<file path="src/rtl/cmd_byte_dispatcher.sv">
// cmd_byte_dispatcher
// Buffers one framed host packet (header [7:4]=target, [3:0]=length, then
// payload), pulses the target's mask bit for one cycle and streams the payload
// on cmd_data, one byte per acked cycle.
//
// Ports:
//   clk, reset            clock, asynchronous active-high reset
//   in_data/in_valid      host byte stream; in_ready = byte accepted on edge
//   mask                  registered one-cycle one-hot target select
//   cmd_data              shared payload bus (valid on every acked cycle)
//   data_ack              OR of unit acks; unit samples cmd_data this cycle
//   busy                  high whenever not idle
//   err                   sticky: [0] bad target [1] ack timeout
//                         [2] short ack [3] overrun / checksum mismatch
//   err_clr               synchronous clear of err (a same-edge set wins)
//
// Build option: define CMD_DISPATCH_CHECKSUM_EN to require a trailing checksum
// byte per packet (header + payload + checksum must sum to 0x00 mod 256).
module cmd_byte_dispatcher #(
    parameter int unsigned N_TARGETS = 8,
    parameter int unsigned MAX_LEN   = 15,
    parameter int unsigned TIMEOUT   = 255
) (
    input  logic                 clk,
    input  logic                 reset,
    input  logic [7:0]           in_data,
    input  logic                 in_valid,
    output logic                 in_ready,
    output logic [N_TARGETS-1:0] mask,
    output logic [7:0]           cmd_data,
    input  logic                 data_ack,
    output logic                 busy,
    output logic [3:0]           err,
    input  logic                 err_clr
);

    localparam int unsigned TW = $clog2(TIMEOUT + 1);
    localparam logic [4:0]  NT = 5'(N_TARGETS);
    localparam logic [4:0]  ML = 5'(MAX_LEN);

    typedef enum logic [2:0] {IDLE, LOAD, SIGNAL, WAIT_ACK, STREAM} state_t;

    state_t         state_q, state_d;
    logic [3:0]     tgt_q, tgt_d;
    logic [3:0]     len_q, len_d;
    logic [3:0]     idx_q, idx_d;
    logic [TW-1:0]  timer_q, timer_d;
    logic [3:0]     err_set;
    logic           wr_en;
    logic           accept;
    logic [7:0]     pay_buf [MAX_LEN];
`ifdef CMD_DISPATCH_CHECKSUM_EN
    logic [7:0]     sum_q, sum_d;
`endif

    assign accept = in_valid && in_ready;
    assign busy   = (state_q != IDLE);

    always_comb begin
        state_d = state_q;
        tgt_d   = tgt_q;
        len_d   = len_q;
        idx_d   = idx_q;
        timer_d = timer_q;
        err_set = '0;
        wr_en   = 1'b0;
`ifdef CMD_DISPATCH_CHECKSUM_EN
        sum_d   = sum_q;
`endif
        case (state_q)
            IDLE: begin
                if (accept) begin
                    tgt_d = in_data[7:4];
                    len_d = in_data[3:0];
                    idx_d = '0;
`ifdef CMD_DISPATCH_CHECKSUM_EN
                    // L=0 still has a checksum byte to consume
                    sum_d   = in_data;
                    state_d = LOAD;
`else
                    if (in_data[3:0] != 4'd0) state_d = LOAD;
`endif
                end
            end
            LOAD: begin
                if (accept) begin
`ifdef CMD_DISPATCH_CHECKSUM_EN
                    sum_d = 8'(sum_q + in_data);
                    if (idx_q == len_q) begin
                        // trailing checksum byte: checked, never stored
                        idx_d = '0;
                        if (8'(sum_q + in_data) != 8'h00) begin
                            err_set[3] = 1'b1;
                            state_d    = IDLE;
                        end else if (len_q == 4'd0) begin
                            state_d = IDLE;
                        end else if ({1'b0, tgt_q} >= NT) begin
                            err_set[0] = 1'b1;
                            state_d    = IDLE;
                        end else begin
                            state_d = SIGNAL;
                        end
                    end else begin
                        wr_en = 1'b1;
                        idx_d = idx_q + 4'd1;
                    end
`else
                    wr_en = 1'b1;
                    if (idx_q == len_q - 4'd1) begin
                        idx_d = '0;
                        if ({1'b0, tgt_q} >= NT) begin
                            err_set[0] = 1'b1;
                            state_d    = IDLE;
                        end else begin
                            state_d = SIGNAL;
                        end
                    end else begin
                        idx_d = idx_q + 4'd1;
                    end
`endif
                end
            end
            SIGNAL: begin
                timer_d = '0;
                state_d = WAIT_ACK;
            end
            WAIT_ACK: begin
                if (data_ack) begin
                    idx_d   = idx_q + 4'd1;
                    state_d = STREAM;
                end else if (timer_q == TW'(TIMEOUT - 1)) begin
                    err_set[1] = 1'b1;
                    state_d    = IDLE;
                end else begin
                    timer_d = timer_q + 1'b1;
                end
            end
            STREAM: begin
                if (data_ack) begin
                    if (idx_q == len_q) err_set[3] = 1'b1;
                    else                idx_d      = idx_q + 4'd1;
                end else begin
                    if (idx_q != len_q) err_set[2] = 1'b1;
                    state_d = IDLE;
                end
            end
            default: state_d = IDLE;
        endcase
    end

    always_ff @(posedge clk or posedge reset) begin
        if (reset) begin
            state_q  <= IDLE;
            tgt_q    <= '0;
            len_q    <= '0;
            idx_q    <= '0;
            timer_q  <= '0;
            mask     <= '0;
            in_ready <= 1'b0;
            err      <= '0;
`ifdef CMD_DISPATCH_CHECKSUM_EN
            sum_q    <= '0;
`endif
        end else begin
            state_q  <= state_d;
            tgt_q    <= tgt_d;
            len_q    <= len_d;
            idx_q    <= idx_d;
            timer_q  <= timer_d;
            // mask is high exactly for the single SIGNAL cycle
            mask     <= (state_d == SIGNAL) ? (N_TARGETS'(1) << tgt_d) : '0;
            // registered so it reads 0 in reset yet tracks IDLE/LOAD afterwards
            in_ready <= (state_d == IDLE) || (state_d == LOAD);
            err      <= (err_clr ? 4'd0 : err) | err_set;
`ifdef CMD_DISPATCH_CHECKSUM_EN
            sum_q    <= sum_d;
`endif
        end
    end

    always_ff @(posedge clk) begin
        if (wr_en && ({1'b0, idx_q} < ML)) pay_buf[idx_q] <= in_data;
    end

    always_comb begin
        cmd_data = '0;
        if (state_q == WAIT_ACK)
            cmd_data = pay_buf[0];
        else if (state_q == STREAM && idx_q < len_q && {1'b0, idx_q} < ML)
            cmd_data = pay_buf[idx_q];
    end

endmodule

</file>
<file path="config.mk">
export PLATFORM = sky130hd
export DESIGN_NAME = cmd_byte_dispatcher
export DESIGN_NICKNAME = d
export VERILOG_FILES = /design/src/rtl/cmd_byte_dispatcher.sv
export SDC_FILE = /design/constraint.sdc
export NUM_CORES = 1
export LEC_CHECK = 0
export ABC_AREA = 1
export BUFFER_PORTS_ARGS = -buffer_cell sky130_fd_sc_hd__buf_2
export CORE_MARGIN = 5
export CORE_UTILIZATION = 50
export DETAILED_ROUTE_END_ITERATION = 8
export GPL_TIMING_DRIVEN = 1
export PLACE_DENSITY = 0.79
export SETUP_SLACK_MARGIN = 0.5
export SLEW_MARGIN = 5
export SYNTH_ARGS = -nofsm -noshare
export SYNTH_HDL_FRONTEND = slang
export SYNTH_SLANG_ARGS = --single-unit
</file>
<file path="constraint.sdc">
create_clock -name clk -period 2.5 [get_ports clk]
set_clock_uncertainty 0.05 [all_clocks]
set_input_delay 0.75 -clock clk [delete_from_list [all_inputs] [get_ports clk]]
set_output_delay 0.75 -clock clk [all_outputs]
set_load 0.02 [all_outputs]
</file>
# ---- After elaboration in Yosys (flattened, before gate mapping)
# Memories as Yosys holds them, arrays and structs flattened.
# Index checks and enable logic that the tools add are counted.
dict set report totals {
  reg_bits 36
  ram_bits 120
  input_bits 13
  output_inout_bits 22
  word_cells 89
  memories 1
}
dict set report classes {
  n_addsub 3
  magnitude_cmp 3
  eq_ne 17
  n_shift 1
  n_mux 41
  n_bitwise 1
  reduce_logical 14
}
# memory depth width rd rd_ports_with_merged_regs write_ports line_no
set mem_list {}
lappend mem_list {pay_buf 15 8 2 0 1 51} ;# logic [7:0] pay_buf [MAX_LEN];
# operator count
set ops {}
lappend ops {{8-bit two-way mux} 5}
lappend ops {{4-bit two-way mux} 9}
lappend ops {{3-bit two-way mux} 7}
lappend ops {{4-bit case mux with 4 select lines} 1}
lappend ops {{8-bit case mux with 2 select lines} 1}
lappend ops {{1-bit two-way mux} 15}
lappend ops {{3-bit case mux with 5 select lines} 1}
lappend ops {{2-bit != test (second input constant)} 7}
lappend ops {{3-bit by 2-bit equality test with 1-bit output (second input constant)} 3}
lappend ops {{8-bit by 1-bit adder with 8-bit output (second input constant)} 1}
lappend ops {{4-bit equality test} 2}
lappend ops {{8-bit equality test (second input constant)} 1}
lappend ops {{4-bit nonzero test} 2}
lappend ops {{1-bit by 4-bit << shifter with 8-bit output (first input constant)} 1}
lappend ops {{3-bit by 1-bit equality test with 1-bit output (second input constant)} 2}
lappend ops {{3-bit zero test} 2}
lappend ops {{6-bit AND reduction} 1}
lappend ops {{4-bit by 1-bit adder with 4-bit output (second input constant)} 1}
lappend ops {{4-bit >= comparator (second input constant)} 1}
lappend ops {{1-bit logical AND} 4}
lappend ops {{4-bit < comparator} 1}
lappend ops {{4-bit < comparator (second input constant)} 1}
lappend ops {{2-bit two-way mux} 2}
lappend ops {{4-bit != test} 1}
lappend ops {{8 further kinds} 8}

# ---- Logic depth before layout (Yosys ltp)
# Gate-level depths: netlist (run 1).
dict set report depth {
  depth_word 7
  depth_mapped 12
  depth_no_buf 12
}

# ---- Least setup slack after synthesis (run 1)
# OpenSTA, ideal clock, no wires.
dict set report synth_timing {
  path_kind {reg-to-output}
  start {register idx_q[0]}
  end {output cmd_data[0]}
  arrival_ns 1.756
  t_required_ns 1.700
  slack_ns -0.056
  path_stages_with_launch 11
  n_path_buf 3
  cell_sequence {dfrtp_1 inv_2 buf_2 buf_6 ha_1 o21bai_1 a21oi_1 and2_1 buf_4 nand2_1 o21ai_1}
}
dict set report synth_via {
  elab_chain_cells 5
}
# element line_no
set synth_lines {}
lappend synth_lines {{start: declaration} 46} ;# logic [3:0] idx_q, idx_d;
lappend synth_lines {{start signal: assignment} 168} ;# idx_q <= idx_d;
lappend synth_lines {{4-bit < comparator} 189} ;# else if (state_q == STREAM && idx_q < len_q && {1'b0, idx_q} < ML)
lappend synth_lines {{1-bit logical AND (2 in a row)} 189}
lappend synth_lines {{8-bit two-way mux *} 189}
lappend synth_lines {{8-bit two-way mux *} 187} ;# if (state_q == WAIT_ACK)
lappend synth_lines {{end: declaration} 30} ;# output logic [7:0] cmd_data,
# Every way passes the cells marked *; elsewhere a longest branch is shown, timed or not.

# ---- Worst setup path in the final report (run 1)
dict set report layout_timing {
  start {register idx_q[3]}
  end {output cmd_data[0]}
}
# The elaborated chain is that of the path after synthesis.

==> results of run 1 <==
-- report_power, final --
| group | switching, uW | internal [uW] | total, uW | leakage, uW |
|---|---|---|---|---|
| registers | 152 | 3130 | 3290 | 0.00154 |
| logic | 2330 | 1300 | 3620 | 0.00176 |
| clock network | 981 | 1450 | 2430 | 0.000275 |
-- cell type report --
class / instances / share of cell area [%]
timing repair buffer: 91 / 9.113
clock inverter: 13 / 1.459
inverter: 45 / 2.036
multi-input combinational: 457 / 27.83
tap: 180 / 2.600
clock buffer: 18 / 4.954
sequential: 156 / 52.01
-- worst max-delay path by stage --
stage | startpoint | endpoint | slack [ps] | cells after the start
after floorplan | idx_q[0] | cmd_data[0] | 140 | 10
after global placement | idx_q[1] | cmd_data[5] | 80 | 9
after detailed placement | len_q[3] | cmd_data[4] | 6 | 9
after CTS | idx_q[1] | cmd_data[2] | -390 | 9
after global routing | idx_q[1] | cmd_data[6] | -480 | 9
final | idx_q[3] | cmd_data[0] | -400 | 10
-- metrics by stage --
step	util, %	std cells
3_5_place_dp	56.36	917
5_1_grt	63.15	960
2_1_floorplan	-	683
4_1_cts	61.79	953
6_report	63.15	960
3_3_place_gp	56.36	917
-- layer usage --
layer	up-vias	GRT usage, %
li1	2458	-
met1	2532	25.66
met2	222	36.73
met3	44	4.917
met4	0	8.302
met5	-	0
-- cells in the mapped netlist --
master and count:
nor3b_1 1, nand3_1 66, clkbuf_1 10, o32ai_1 1, buf_6 3, nand2_1 215
nor3_1 5, buf_4 3, xor2_1 1, inv_1 38, nor2_4 1, o21ai_0 24
nor2_2 10, dfrtp_1 36, xnor2_1 1, buf_2 9, o22ai_1 2, nand3b_1 1
nor4_1 1, ha_1 11, o21ai_2 1, nand4_2 2, o21ai_1 13, nand2_2 6
nand2_4 2, or2_2 1, nor3_2 1, edfxtp_1 120, nand4_1 5, nor2_1 67
o21bai_1 1, nand3_2 1, inv_2 7, and2_1 1, a21oi_1 16
-- layout by cell type (no fill, tap or decap), types with 2 or more instances in the layout --
master,instances
buf_2,25
o21ai_0,23
inv_2,8
clkinv_4,2
buf_12,7
inv_4,3
clkinv_2,5
buf_6,17
dfrtp_1,35
nand4_1,5
nand2_2,14
bufinv_16,2
nand4_2,2
a21oi_1,15
clkinv_1,2
inv_1,34
nand2_1,203
nor2_2,17
edfxtp_1,120
ha_1,7
o22ai_1,2
nor3_1,2
o21ai_4,7
nand3_2,2
nor3_2,4
o21ai_2,2
nand2_4,6
nor2_4,10
buf_4,41
clkbuf_16,18
nand3_1,65
nor2_1,51
ha_4,3
o21ai_1,6
-- logic make-up after synthesis --
| kind of cell | Yosys count | share of synthesized area [%] |
|---|---|---|
| fa+ha+maj | 11 | 1.987 |
| simple gates | 386 | 23.93 |
| buf+inv | 70 | 4.443 |
| compound gates | 58 | 4.371 |
| flops | 156 | 65.02 |
| xor+xnor | 2 | 0.2529 |
-- worst register-to-register path: stages (launching register included) --
cell     delay (ps)
dfrtp_1         380
buf_4           130
buf_4           150
nor2_2          360
inv_1           240
nor3_2          200
buf_4           210
-- sequential cells by signal, indices dropped and copies added, names as in the netlist --
register  count
pay_buf     120
state_q       3
mask          8
err           4
tgt_q         4
in_ready      1
idx_q         4
len_q         4
timer_q       8
-- repair_timing --
item,4_1_cts,5_1_grt
endpoints found under the hold margin,0,0
hold buffers,0,0
pin swaps,8,10
gates resized for setup,39,28
buffers inserted,5,6
endpoints found under the setup margin,105,111
cloned,0,1
==> results by group, run 1 <==
Die
  – Initial core utilization: between 50% and 60%
  – # IOs: 35
  – Width of the die: 127.7 um
  – Chip height: approximately 130 um
  – Die area: 16310 um^2
  – Core area: between 10000 and 15000 um^2
  – Core Rows: 43

Critical path
  – Cell mode on critical path: buf_4
  – Setup Crit Path Kind: reg2out
  – Family with the most delay on the worst path: buffers and inverters
  – Critical-path top delay cell: dfrtp_1
  – R2R Path End: pay_buf[7][4]
  – Crit path arrival time: between 2000 and 2500 ps
  – CP Capture Type: primary output
  – Reg2Reg Setup Slack: about 470 ps
  – WP data required: 1700 ps
  – CP peak stage delay: ~380 ps
  – R2r worst-path depth: 6
  – Worst flop-to-flop path startpoint: idx_q[3]
  – Crit-path cells: buf_4 > buf_4 > nand2_1 > nor2_1 > a21oi_2 > and2_4 > buf_12 > nand2_2 > o21ai_4 > buf_6
  – Buf/Inv on CP: 4
  – CP startpoint kind: flip-flop
  – Max FO, Critical Path: 8

Route
  – Met2 WL: approximately 9000 um
  – Drt wl/cell: roughly 18 um
  – Top sig layer: met4
  – Metal3 WL: about 1100 um
  – Total number of vias: approximately 5300
  – Routed WL: about 17000 um
  – DRT antenna net count: 0
  – Vias per cell: ~5.5
  – Wl on met1: approximately 6700 um
  – Pre-antenna DRT Iters: 7
  – DR iter-0 viols: ~630
  – Drc violations: 0

Placement
  – Cell Area, Placed: approximately 7700 um^2
  – DP Worst Slack: a little under 6 ps
  – Port Buffer Count: 34
  – Gpl congestion: 0.9196
  – HPWL Detailed: ~11000 um

Global routing
  – GRT Total Usage: 21.16%
  – GR Overflow Total: 0
  – Vias in the first global route: 5227
  – Largest net degree at the start of global routing: 48
  – First-pass GRT wire length: between 20000 and 30000 um
  – Initial antenna violation count: 0

CTS
  – CTS tree: done
  – H-tree depth: 4
  – Total clock sinks: 156
  – Max clock buf depth: 2
  – Clock transition at path regs: roughly 60 ps
  – Later-pin clock latency in the skew report: 420 ps
  – TritonCTS Buffers: 17
  – Root Buffer: clkbuf_16

Timing
  – Fin. max-slew vios: 0
  – Final Hold Vio Count: 0
  – F_max: 344.9 MHz
  – Hold slack: around 370 ps
  – Min Tclk post-route: about 2900 ps
  – Setup violators final: 8
  – Setup TNS: -3033 ps
  – Worst Slack Setup Final: -399.7 ps
  – Slew margin rel.: 60.63%
  – RSZ-0062 raised after global routing: yes
  – Final worst-path cycle share: 116.0%
  – Least-Margin Pin Slew: slightly below 600 ps

Cells and area
  – Area occupied by multi-input gates: ~2400 um^2
  – Register area: 4506 um^2
  – Layout fillers: approximately 1000
  – ANT cells: 0
  – Cell area after layout: 8663 um^2
  – Synthesis-to-layout area growth: 25.05%
  – Final Net Count: just under 800
  – Layout cells sized above 1: a little over a quarter

Run
  – Max-Cap Viols: 0

Synth
  – Synthesized Nets: just over 700
  – Mapped Cells: 683
  – Ys Warns: 0
  – Synth top area share: 52.01%
  – Synthesized area per cell: a little over 10 um^2
  – Synth Cell Area: approximately 6900 um^2
  – Cell taking the most area after synthesis: edfxtp_1
  – Ranking of synthesized cells by area: edfxtp_1, dfrtp_1, nand2_1, nand3_1, nor2_1
  – Register area share after synthesis: 65.02%
  – Yosys reg bits: between 150 and 200
  – Netlist cell types: 35

Pwr
  – Power Density: 1078 nW/um^2
  – Power Total: 9342 uW
  – VDD IR max: around 0.49 mV
  – Leakage: 0.003571 uW

Outcome
  – Violated checks: negative setup slack
  – Status: finished, violations left

Worst hold path
  – Min-Delay Path Class: in2async
Power figures use the tool's default switching activity.
==> run 2: changes to the inputs <==
--- a/config.mk
+++ b/config.mk
@@ -5,13 +5,12 @@
 export SDC_FILE = /design/constraint.sdc
 export NUM_CORES = 1
 export LEC_CHECK = 0
-export ABC_AREA = 1
 export BUFFER_PORTS_ARGS = -buffer_cell sky130_fd_sc_hd__buf_2
 export CORE_MARGIN = 5
 export CORE_UTILIZATION = 50
 export DETAILED_ROUTE_END_ITERATION = 8
 export GPL_TIMING_DRIVEN = 1
-export PLACE_DENSITY = 0.79
+export PLACE_DENSITY = 0.67
 export SETUP_SLACK_MARGIN = 0.5
 export SLEW_MARGIN = 5
 export SYNTH_ARGS = -nofsm -noshare
==> results by group, run 2 <==
Route
  – Vias per cell: around 5.7
  – DR iter-0 viols: about 240
  – Drc violations: 0
  – Total number of vias: roughly 4000
  – DRT antenna net count: 0
  – Routed WL: between 10000 and 15000 um
  – Drt wl/cell: approximately 21 um
  – Pre-antenna DRT Iters: 5

Timing
  – Final worst-path cycle share: 126.1%
  – Worst Slack Setup Final: -651.3 ps
  – Fin. max-slew vios: 0
  – F_max: 317.3 MHz
  – Slew margin rel.: a little under three fifths
  – Least-Margin Pin Slew: 641.6 ps
  – Min Tclk post-route: between 3000 and 4000 ps
  – RSZ-0062 raised after global routing: yes
  – Final Hold Vio Count: 0
  – Setup violators final: 8

Synth
  – Synth top area share: 54.44%
  – Ranking of synthesized cells by area: edfxtp_1, dfrtp_1, mux4_2, ha_1, nand2_1
  – Register area share after synthesis: approximately two thirds
  – Commonest cells post-synth: edfxtp_1, dfrtp_1, nand2_1
  – Netlist cell types: 47
  – Async SR Flop Fraction: 23.08%
  – Yosys reg bits: between 150 and 200
  – Synthesized area per cell: between 15 and 20 um^2
  – Mapped Cells: 429
  – Cell taking the most area after synthesis: edfxtp_1
  – Synth Cell Area: around 6600 um^2
  – Main flop type after synthesis: edfxtp_1
  – Ys Warns: 0
  – Synthesized Nets: 453
  – Most frequent cell after synthesis: edfxtp_1
  – Post-synth EDFFs: 120

Critical path
  – Worst flop-to-flop path startpoint: len_q[0]
  – R2R Path End: mask[7]
  – CP Capture Type: primary output
  – WP data required: approximately 1700 ps
  – Setup Crit Path Kind: reg2out
  – Critical-path top delay cell: dfrtp_2
  – Crit-path cells: buf_4 > inv_8 > ha_4 > nor2b_1 > o21a_1 > o21a_1 > a2111oi_4 > buf_4 > a32o_2 > buf_6
  – Crit path arrival time: ~2400 ps
  – Max FO, Critical Path: 4
  – CP startpoint kind: flip-flop
  – CP peak stage delay: about 480 ps
  – Reg2Reg Setup Slack: 220 ps
  – R2r worst-path depth: 8

Die
  – Core Rows: 42
  – Chip height: 125.1 um
  – Width of the die: approximately 130 um
  – Core area: ~13000 um^2
  – # IOs: 35
  – Initial core utilization: roughly 51%
  – Die area: approximately 16000 um^2

Pwr
  – Power Total: approximately 9200 uW
  – VDD IR max: around 0.68 mV
  – Leakage: approximately 0.0031 uW
  – Power Density: about 1100 nW/um^2
  – Comb pwr share: between 30% and 40%
  – Switch share: 32.24%
  – Power Internal: between 6000 and 7000 uW
  – Sequential Power Share: a little over a third
  – Part of the power in the clock network: around a quarter
  – Switch Pwr: around 3000 uW

Cells and area
  – Most frequent cells in the layout: edfxtp_1, buf_4, dfrtp_1
  – Synthesis-to-layout area growth: 26.22%
  – Layout cells sized above 1: between 40 and 50%
  – Biggest regs: pay_buf (120), mask (8), timer_q (8)
  – ANT cells: 0
  – Final Net Count: 540
  – Commonest non-fill, non-tap cell in the layout: edfxtp_1
  – Max reg flops: 120
  – Largest reg by FF count: pay_buf

Worst hold path
  – Min-Delay Path Class: in2async

Run
  – Max-Cap Viols: 0

CTS
  – # hold bufs at CTS: 0
  – Root Buffer: clkbuf_16
  – CTS tree: done
  – H-tree depth: 4
  – Later-pin clock latency in the skew report: 410 ps
  – Total clock sinks: 156
  – Clock transition at path regs: around 60 ps
  – TritonCTS Buffers: 17
  – Max clock buf depth: 2

Global routing
  – GRT Total Usage: between 10% and 20%
  – First-pass GRT wire length: between 20000 and 25000 um
  – Largest net degree at the start of global routing: 37
  – GR Overflow Total: 0
  – Vias in the first global route: ~4200
  – Initial antenna violation count: 0

Outcome
  – Status: finished, violations left
  – Violated checks: negative setup slack

Placement
  – HPWL Detailed: about 9600 um
  – DP Worst Slack: -290.2 ps
  – Port Buffer Count: 34
  – Gpl congestion: about 0.85
-- run 2: cell types whose count changed after synthesis, sizes merged, moves of 9 or more --
cell / change
nand2: -188
nand3: -60
nor2: -58
inv: -28
mux4: +24
o21ai: -23
a22oi: +16
and3: +13
a21oi: -11
buf: -9
-- run 2: repair_timing --
action                                 in CTS  in global routing
resized for setup                          48                 31
buffers inserted                            6                  4
setup endpoints to repair                 145                113
cloned                                      1                  0
pin swaps                                  14                  8
endpoints found under the hold margin       0                  0
-- run 2: power groups by stage --
stage / combinational (uW) / sequential [uW] / clock [uW]
after floorplan: 2000 / 3310 / 0
after global placement: 2950 / 3300 / 0
after detailed placement: 3000 / 3320 / 0
after CTS: 3380 / 3270 / 2480
after global routing: 3800 / 3300 / 2600
final: 3520 / 3270 / 2460
-- run 2: kinds of logic after synthesis --
logic type	synth area share [%]
multiplexers	10.74
AND/OR/NAND/NOR	8.488
flip-flops	68.05
buffers and inverters	2.646
adder cells (fa/ha/maj)	2.079
AO/OA/AOI/OAI	6.692
XOR/XNOR	1.304
-- run 2: worst max-delay path by stage --
stage | from | to | slack, ps | cells past startpoint
floorplan | idx_q[0] | cmd_data[0] | -360 | 10
global placement | len_q[1] | cmd_data[6] | -290 | 9
detailed placement | len_q[1] | cmd_data[6] | -290 | 9
CTS | idx_q[0] | cmd_data[6] | -660 | 10
global route | idx_q[0] | cmd_data[0] | -740 | 10
finish | idx_q[0] | cmd_data[6] | -650 | 10
-- run 2: layout make-up --
cell class / instances / area [um^2]
Timing Repair Buffer: 92 / 763.2
Tap cell: 176 / 220.2
Fill cell: 912 / 4731
Sequential cell: 156 / 4506
Multi-Input combinational cell: 232 / 2221
Clock inverter: 13 / 133.9
Clock buffer: 19 / 432.9
Inverter: 17 / 77.57
-- run 2: stage by stage --
step / hold WS, ps / setup TNS, ps / util [%] / instance area [um^2] / cells
floorplan: 430.1 / -2863 / - / 6770 / 429
global placement: 422.5 / -2185 / 56.51 / 7395 / 662
finish: 381.6 / -5065 / 63.85 / 8354 / 705
CTS: 386.1 / -5113 / 62.68 / 8202 / 701
detailed placement: 431.3 / -2231 / 56.51 / 7395 / 662
global route: 432.2 / -5791 / 63.85 / 8354 / 705
-- run 2: worst max-delay path, delay by kind of cell (launching register included) --
family                   cells  cell delay [ps]
adder cells (fa/ha/maj)      1              100
AND/OR/NAND/NOR              1               40
AO/OA/AOI/OAI                4              760
flip-flops                   1              480
buffers and inverters        4              570
-- run 2: layer usage --
metal | vias to the layer above | track usage, % | part of all wire [%] | wire, um
met1 | 2029 | 25.75 | 42 | 6213
met3 | 17 | 4.478 | 5.4 | 802
met5 | - | 0 | 0 | 0
met2 | 116 | 33.88 | 51 | 7669
met4 | 0 | 6.186 | 1.8 | 269
li1 | 1839 | - | - | -
